## src/rtl/sine_phase_decoder.sv

```systemverilog
// sine_phase_decoder
//   Recovers the 8-bit DDS phase (256 steps/period) that produced a signed
//   10-bit sine sample plus a slope flag. A 6-step MSB-first binary search
//   over a 64-entry quarter-wave magnitude ROM finds the largest k with
//   ROM[k] <= |sample|. It does one ROM read per cycle. The quadrant is then
//   folded back into the phase.
//   One request takes 8 cycles: IDLE (accept), 6 x SEARCH, DONE.
//
// Ports
//   clk        in   system clock, rising edge
//   rst        in   synchronous active-high reset
//   start      in   request, sampled only while idle
//   sample     in   [9:0] two's-complement sine sample, captured on accept
//   slope      in   1 = rising part of waveform, 0 = falling; captured on accept
//   busy       out  high while searching and in the done cycle
//   done       out  one-cycle pulse, phase_out valid from this cycle onward
//   phase_out  out  [7:0] decoded phase, held until the next done
//   residual   out  [3:0] mag - ROM[k], only with SINE_PHASE_RESIDUAL_EN
//
// Build option
//   SINE_PHASE_RESIDUAL_EN : adds the residual output and its logic.
module sine_phase_decoder (
  input  logic       clk,
  input  logic       rst,
  input  logic       start,
  input  logic [9:0] sample,
  input  logic       slope,
  output logic       busy,
  output logic       done,
  output logic [7:0] phase_out
`ifdef SINE_PHASE_RESIDUAL_EN
  ,
  output logic [3:0] residual
`endif
);

  localparam logic [1:0] S_IDLE   = 2'd0;
  localparam logic [1:0] S_SEARCH = 2'd1;
  localparam logic [1:0] S_DONE   = 2'd2;

  logic [1:0] state_q, state_d;
  logic [8:0] mag_q, mag_d;
  logic       sign_q, sign_d;
  logic       slope_q, slope_d;
  logic [5:0] k_q, k_d;
  logic [2:0] bit_q, bit_d;
  logic       busy_q, busy_d;
  logic       done_q, done_d;
  logic [7:0] phase_q, phase_d;

  // floor(512*sin(pi*k/128)), k = 0..63
  function automatic logic [8:0] rom_lookup(input logic [5:0] a);
    logic [8:0] r;
    case (a)
      6'd0:  r = 9'd0;   6'd1:  r = 9'd12;  6'd2:  r = 9'd25;  6'd3:  r = 9'd37;
      6'd4:  r = 9'd50;  6'd5:  r = 9'd62;  6'd6:  r = 9'd75;  6'd7:  r = 9'd87;
      6'd8:  r = 9'd99;  6'd9:  r = 9'd112; 6'd10: r = 9'd124; 6'd11: r = 9'd136;
      6'd12: r = 9'd148; 6'd13: r = 9'd160; 6'd14: r = 9'd172; 6'd15: r = 9'd184;
      6'd16: r = 9'd195; 6'd17: r = 9'd207; 6'd18: r = 9'd218; 6'd19: r = 9'd230;
      6'd20: r = 9'd241; 6'd21: r = 9'd252; 6'd22: r = 9'd263; 6'd23: r = 9'd273;
      6'd24: r = 9'd284; 6'd25: r = 9'd294; 6'd26: r = 9'd304; 6'd27: r = 9'd314;
      6'd28: r = 9'd324; 6'd29: r = 9'd334; 6'd30: r = 9'd343; 6'd31: r = 9'd353;
      6'd32: r = 9'd362; 6'd33: r = 9'd370; 6'd34: r = 9'd379; 6'd35: r = 9'd387;
      6'd36: r = 9'd395; 6'd37: r = 9'd403; 6'd38: r = 9'd411; 6'd39: r = 9'd418;
      6'd40: r = 9'd425; 6'd41: r = 9'd432; 6'd42: r = 9'd439; 6'd43: r = 9'd445;
      6'd44: r = 9'd451; 6'd45: r = 9'd457; 6'd46: r = 9'd462; 6'd47: r = 9'd468;
      6'd48: r = 9'd473; 6'd49: r = 9'd477; 6'd50: r = 9'd482; 6'd51: r = 9'd486;
      6'd52: r = 9'd489; 6'd53: r = 9'd493; 6'd54: r = 9'd496; 6'd55: r = 9'd499;
      6'd56: r = 9'd502; 6'd57: r = 9'd504; 6'd58: r = 9'd506; 6'd59: r = 9'd508;
      6'd60: r = 9'd509; 6'd61: r = 9'd510; 6'd62: r = 9'd511; 6'd63: r = 9'd511;
      default: r = '0;
    endcase
    return r;
  endfunction

  logic [9:0] abs_sample;
  logic [5:0] trial;
  logic [8:0] rom_trial;
  logic       keep;
  logic [5:0] k_next;
  logic       fold;

  assign abs_sample = sample[9] ? (~sample + 10'd1) : sample;
  assign trial      = k_q | (6'd1 << bit_q);
  assign rom_trial  = rom_lookup(trial);
  assign keep       = (rom_trial <= mag_q);
  assign k_next     = keep ? trial : k_q;
  // Quadrants 1 and 3 (sign equal to slope) read the table mirrored.
  assign fold       = (sign_q == slope_q);

`ifdef SINE_PHASE_RESIDUAL_EN
  // ROM[k_q] is tracked in a register so the residual needs no second read.
  logic [8:0] romk_q, romk_d;
  logic [8:0] rom_sel;
  logic [3:0] resid_q, resid_d;
  assign rom_sel = keep ? rom_trial : romk_q;
`endif

  always_comb begin
    state_d = state_q;
    mag_d   = mag_q;
    sign_d  = sign_q;
    slope_d = slope_q;
    k_d     = k_q;
    bit_d   = bit_q;
    busy_d  = busy_q;
    done_d  = done_q;
    phase_d = phase_q;
`ifdef SINE_PHASE_RESIDUAL_EN
    romk_d  = romk_q;
    resid_d = resid_q;
`endif
    case (state_q)
      S_IDLE: begin
        if (start) begin
          state_d = S_SEARCH;
          // -512 has no positive counterpart; it saturates to 511.
          mag_d   = abs_sample[9] ? 9'h1FF : abs_sample[8:0];
          sign_d  = sample[9];
          slope_d = slope;
          k_d     = '0;
          bit_d   = 3'd5;
          busy_d  = 1'b1;
`ifdef SINE_PHASE_RESIDUAL_EN
          romk_d  = '0;
`endif
        end
      end
      S_SEARCH: begin
        k_d = k_next;
`ifdef SINE_PHASE_RESIDUAL_EN
        romk_d = rom_sel;
`endif
        if (bit_q == 3'd0) begin
          // The result is written on the last search step so that it is
          // valid in the same cycle as the done pulse.
          state_d = S_DONE;
          done_d  = 1'b1;
          phase_d = {sign_q, fold, fold ? ~k_next : k_next};
`ifdef SINE_PHASE_RESIDUAL_EN
          resid_d = mag_q[3:0] - rom_sel[3:0];
`endif
        end else begin
          bit_d = bit_q - 3'd1;
        end
      end
      S_DONE: begin
        state_d = S_IDLE;
        done_d  = 1'b0;
        busy_d  = 1'b0;
      end
      default: begin
        state_d = S_IDLE;
        done_d  = 1'b0;
        busy_d  = 1'b0;
      end
    endcase
  end

  always_ff @(posedge clk) begin
    if (rst) begin
      state_q <= S_IDLE;
      mag_q   <= '0;
      sign_q  <= 1'b0;
      slope_q <= 1'b0;
      k_q     <= '0;
      bit_q   <= '0;
      busy_q  <= 1'b0;
      done_q  <= 1'b0;
      phase_q <= '0;
`ifdef SINE_PHASE_RESIDUAL_EN
      romk_q  <= '0;
      resid_q <= '0;
`endif
    end else begin
      state_q <= state_d;
      mag_q   <= mag_d;
      sign_q  <= sign_d;
      slope_q <= slope_d;
      k_q     <= k_d;
      bit_q   <= bit_d;
      busy_q  <= busy_d;
      done_q  <= done_d;
      phase_q <= phase_d;
`ifdef SINE_PHASE_RESIDUAL_EN
      romk_q  <= romk_d;
      resid_q <= resid_d;
`endif
    end
  end

  assign busy      = busy_q;
  assign done      = done_q;
  assign phase_out = phase_q;
`ifdef SINE_PHASE_RESIDUAL_EN
  assign residual  = resid_q;
`endif

endmodule

```

## config.mk

```make
export PLATFORM = sky130hd
export DESIGN_NAME = sine_phase_decoder
export DESIGN_NICKNAME = d
export VERILOG_FILES = /design/src/rtl/sine_phase_decoder.sv
export SDC_FILE = /design/constraint.sdc
export NUM_CORES = 1
export LEC_CHECK = 0
export ABC_CLOCK_PERIOD_IN_PS = 3600
export BUFFER_PORTS_ARGS = -buffer_cell sky130_fd_sc_hd__buf_2
export CAP_MARGIN = 20
export CORE_UTILIZATION = 50
export CTS_CLUSTER_SIZE = 16
export DETAILED_ROUTE_END_ITERATION = 6
export PLACE_DENSITY_LB_ADDON = 0.3
export SLEW_MARGIN = 20
export SYNTH_ARGS = -nofsm -noshare
export SYNTH_HDL_FRONTEND = slang
export SYNTH_SLANG_ARGS = --single-unit
```

## constraint.sdc

```tcl
create_clock -name clk -period 3.6 [get_ports clk]
set_input_delay 0.54 -clock clk [delete_from_list [all_inputs] [get_ports clk]]
set_output_delay 0.54 -clock clk [all_outputs]
set_load 0.02 [all_outputs]
```

== After elaboration in Yosys (flattened, before gate mapping) ==
Memories as Yosys holds them, arrays and structs flattened.
Cells that the tools add are included.
Word-level totals
  RAM bits: 0
  bits in registers: 32
  logic and storage cells: 50
  memories kept: 1
  bits in latches: 0
  output and inout bits: 10
  ROM bits: 576
Cells by class
  $mul: 0
  div/mod/pow operators: 0
  magnitude comparators: 1
  add/subtract/negate cells: 2
  bitwise logic cells: 5
  reductions and logical operators: 10
  equality and inequality tests: 5
  shifts and indexed selects: 1
  mux-type cells: 16
Memory list
  (no name shown): depth 64, width 9, read ports 1, clocked after Yosys merged registers in 0, wr ports 0, RTL line 54  | case (a)
Operators with widths (number)
  6-bit two-way mux: 3
  6-bit one-hot mux with 2 select lines: 1
  2-bit AND reduction: 6
  10-bit by 1-bit adder with 10-bit output, second input constant: 1
  10-bit two-way mux: 1
  10-bit inverter: 1
  9-bit <= comparator: 1
  9-bit two-way mux: 1
  3-bit two-way mux: 2
  2-bit inequality test, second input constant: 3
  6-bit inverter: 1
  6-bit bitwise OR: 1
  3-bit one-hot mux with 2 select lines: 1
  1-bit by 3-bit << shifter with 6-bit output, first input constant: 1
  2-bit two-way mux: 2
  1-bit one-hot mux with 2 select lines: 2
  2-bit one-hot mux with 2 select lines: 1
  3-bit logical NOT: 1
  3-bit AND reduction: 1
  3-bit by 1-bit subtractor with 3-bit output, second input constant: 1
  2-bit by 1-bit equality test with 1-bit output, second input constant: 1
  2-bit logical NOT: 1
  1-bit two-way mux: 2
  1-bit inverter: 2
  other kinds (2): 2

== Longest topological paths before layout ==
An unclocked memory read counts as a cell.
  depth after elaboration: 7
  mapped depth: 17
  gate-level depth less buffers: 16

== Worst setup path after synthesis ==
OpenSTA, ideal clock, no wires.
  kind: reg2reg
  start point: register bit_q[0]
  end point: register phase_q[2], in the netlist phase_out[2]
  buffers on the path: 1
  setup slack: -0.287 ns
  period minus slack after synthesis: 3.887 ns
  cell stages (with the launch flop): 18
  arrival: 3.766 ns
  path through: dfxtp_1 > inv_1 > ha_1 > nor2b_1 > buf_2 > nor2_2 > inv_1 > ha_1 > or3_1 > and3_1 > o21ai_0 > a31oi_1 > ha_1 > nand2_1 > or3_1 > o21ai_2 > a21o_1 > mux2_2
Between the ends
  word-level cells in the longest chain between the ends: 7
RTL lines
  start: declaration: RTL line 46  | logic [2:0] bit_q, bit_d;
  start signal: assignment: RTL line 181  | bit_q <= bit_d;
  1-bit by 3-bit << shifter with 6-bit output: RTL line 84  | assign trial = k_q | (6'd1 << bit_q);
  6-bit bitwise OR: RTL line 84
  memory 64 x 9 bit
  9-bit <= comparator: RTL line 86  | assign keep = (rom_trial <= mag_q);
  6-bit two-way mux: RTL line 87  | assign k_next = keep ? trial : k_q;
  6-bit inverter: RTL line 139  | phase_d = {sign_q, fold, fold ? ~k_next : k_next};
  6-bit two-way mux: RTL line 139
  end signal: assignment: RTL line 184  | phase_q <= phase_d;
  end: declaration: RTL line 49  | logic [7:0] phase_q, phase_d;
Several ways; a longest one is shown, not always the timed one.
A chain may end at the register's enable or synchronous reset.

== Worst setup path in the final report ==
  start point: register bit_q[0]
  end point: register phase_q[3], in the netlist phase_out[3]
The elaborated chain is that of the path after synthesis.

==> results by group <==
Run status
  – Run status: finished, final reports clean

Timing
  – Fin crit share: 97.10%
  – Maximum clock rate: 286.1 MHz
  – Slew headroom: 62.31%
  – Clock Skews: approximately 0.0095 ns
  – Final Hold Vio Count: 0
  – Final setup fails: 0
  – Worst-margin pin slew: 0.5653 ns
  – Crit path time final: roughly 3.5 ns
  – Final Slew Violations: 0

Drt
  – DR WL/cell: 16.98 um
  – Vias: 2585
  – Vias per cell: ~6.2
  – Router iterations before antenna repair: 5
  – 1st-iter DRT viols: 271
  – DR DRC count: 0
  – Final ANT Viol Nets: 0
  – Post-detailed-routing wire length: 7113 um

Worst setup path
  – Setup crit end kind: flip-flop
  – Max incr delay on CP: around 0.52 ns
  – CP max-delay cell: mux4_2
  – FF-to-FF setup slack: 0.10 ns
  – Crit-path cells: buf_4 -> ha_1 -> nor2b_4 -> or2_2 -> nor2_1 -> a21oi_1 -> mux4_2 -> ha_4 -> nand3b_1 -> a211oi_2 -> o21ai_2 -> buf_6 -> a2111oi_4 -> a21o_1
  – Critical path buffers and inverters: 2
  – Element type at the critical path start: flip-flop
  – Critical path arrival: between 3 and 4 ns
  – Top delay family on crit path: compound AO/OA/AOI/OAI gates
  – CP Data Required Time: 3.84 ns
  – CP max FO: 10
  – WS Path Type: flip-flop to flip-flop

Power
  – P_sw: 0.5806 mW
  – Pwr/cell area: 465.0 mW/mm2
  – P_leak: 1.424 nW
  – Internal: slightly above 0.9 mW
  – Max IR drop VDD: 0.0003019 V
  – Power Total: 1.506 mW
  – Comb pwr share: approximately half
  – Reg power frac: 27.7%
  – Clock power share: 23.0%
  – Sw Ratio: about two fifths

Place
  – HPWL after detailed placement: just under 5000 um
  – Dpl cells: 406
  – Port Buf Inserts: 23
  – Final GP Congestion: roughly 0.9

CTS
  – CTS tree: done
  – Clock Latency Late Sink: 0.29 ns
  – Clock Sinks: 32
  – Clock slew seen by the registers of the worst setup and hold paths: ~0.070 ns
  – Cts hold-fix bufs: 0
  – Clock tree buffer depth: 2
  – Total CTS buffers: 5
  – Clock Root Buffer: clkbuf_8
  – H-Tree Depth: 2

Global route
  – Met2 usage in global routing: 44.54%
  – Met3 Track Usage GR: between 3 and 4%
  – GR Util All Layers: about 26%
  – M1 GR Usage: 34.50%
  – Initial antenna violation count: 0
  – Global-route wire length before repair: 11120 um
  – Grt total ovfl: 0
  – GR peak layer: met2
  – Largest net degree at the start of global routing: 32
  – Number of global-route vias before repair: 2385

Layout
  – Final non-filler cell total: 419
  – Post-layout util: 66.36%
  – Filler instances: 409
  – Share of post-route cells with drive strength above 1: between 20 and 30%
  – Multi-input logic area: around 0.0020 mm2
  – Area Overhead vs Synth: 23.59%
  – FF/Latch Area: around 650 um2
  – Nets: 391
  – Antenna Cells: 0

Synthesis
  – Cell Area, Synth: 0.002620 mm2
  – Post-synth top cells: 36 x nor2_1, 32 x dfxtp_1, 26 x ha_1, 19 x a211oi_1, 18 x a21oi_1
  – Syn_area_per_cell: 8.265 um2
  – Most frequent cell after synthesis: nor2_1
  – Area leader, netlist: dfxtp_1
  – Top post-synthesis cells by area: dfxtp_1 24%, ha_1 12%, a211oi_1 5.4%
  – Asr flop ratio synth: 0%
  – Post-synth top flop: dfxtp_1
  – Top cell type's share of synthesized area: between 20% and 30%
  – Ys Warns: 0
  – Flops & latches, synth: 32
  – EDFF count, synth: 0
  – Mapped Cells: 317
  – Sequential cell area fraction in the yosys report: 24.45%
  – Yosys cell types: 61
  – Synth Net Count: 357

Floorplan
  – Chip width: around 74 um
  – Die Height: 74.39 um
  – Number of I/O pins: 24
  – Core footprint: 0.004880 mm2
  – Die area: 0.005534 mm2
  – Rows: 25
  – Initial Util: 53.69%

Hold path
  – Tightest Hold Check Type: flip-flop to flip-flop

Job
  – Max_cap viols: 0
## tightest hold or removal path, stage by stage (launching register included)
cell and delay, ns:
dfxtp_1 0.32, nand2_1 0.05, a21oi_1 0.06
## cell usage in the layout (no fill, tap or decap), drive strengths merged, types with 6 or more instances in the layout
cell    synthesis  routed
buf            13      46
nor2           38      38
dfxtp          32      32
ha             26      26
a211oi         19      19
a21oi          18      18
o21ai          18      18
inv            19      18
nand2          16      16
nor3           13      13
mux2i           8       8
a21o            7       7
o211a           6       6
nor2b           6       6
## logic make-up after synthesis
logic type	synth area share, %
mux	6.924
simple gates	17.72
buf+inv	6.972
xor+xnor	3.343
fa+ha+maj	12.80
compound gates	27.79
flops	24.45
## power groups by stage
stage | Sequential, mW | Combinational, mW | Clock, mW
floorplan | 0.430 | 0.432 | 0
global placement | 0.420 | 0.600 | 0
detailed placement | 0.421 | 0.614 | 0
CTS | 0.413 | 0.625 | 0.348
global route | 0.421 | 0.805 | 0.366
finish | 0.416 | 0.742 | 0.347
## final timing paths
path / startpoint / end / cells after the start
setup / recovery: bit_q[0]$_SDFFE_PP0P_ / phase_out[3]$_SDFFE_PP0P_ / 14
hold / removal: phase_out[7]$_SDFFE_PP0P_ / phase_out[7]$_SDFFE_PP0P_ / 2
setup reg to reg: bit_q[0]$_SDFFE_PP0P_ / phase_out[3]$_SDFFE_PP0P_ / 14
hold reg to reg: phase_out[7]$_SDFFE_PP0P_ / phase_out[7]$_SDFFE_PP0P_ / 2
## layout make-up
type | count | share of cell area [%]
Multi-Input combinational cell | 247 | 61.98
Sequential cell | 32 | 19.94
Timing Repair Buffer | 46 | 9.621
Tap cell | 67 | 2.589
Inverter | 19 | 2.434
Clock buffer | 5 | 2.125
Clock inverter | 3 | 1.314
## routing by layer
metal  part of all wire [%]  up-vias
met1                     44     1248
li1                       -     1233
met2                     50       97
met4                   0.75        0
met5                      0        -
met3                    5.3        7
## registers in the layout (all words and copies together) (netlist names)
signal     cells
state_q        2
slope_q        1
sign_q         1
done           1
k_q            6
phase_out      8
bit_q          3
mag_q          9
busy           1
## what timing repair did
item,in CTS,in global routing
gates resized for setup,2,41
setup buffers,0,4
setup endpoints to repair,9,10
pin swaps,0,15
cloned,0,1
## per-stage QoR
step / TNS, ns / area, um2 / hold WS, ns / setup slack [ns]
after CTS: 0 / 2994 / 0.4856 / 0.003021
after floorplan: 0 / 2648 / 0.4575 / 0.004948
after global routing: -0.1229 / 3238 / 0.5230 / -0.06362
after global placement: -0.01757 / 2875 / 0.4388 / -0.01757
final: 0 / 3238 / 0.4823 / 0.1043
after detailed placement: -0.08499 / 2875 / 0.4769 / -0.08237
No activity file was read; power rests on OpenSTA's default activity.
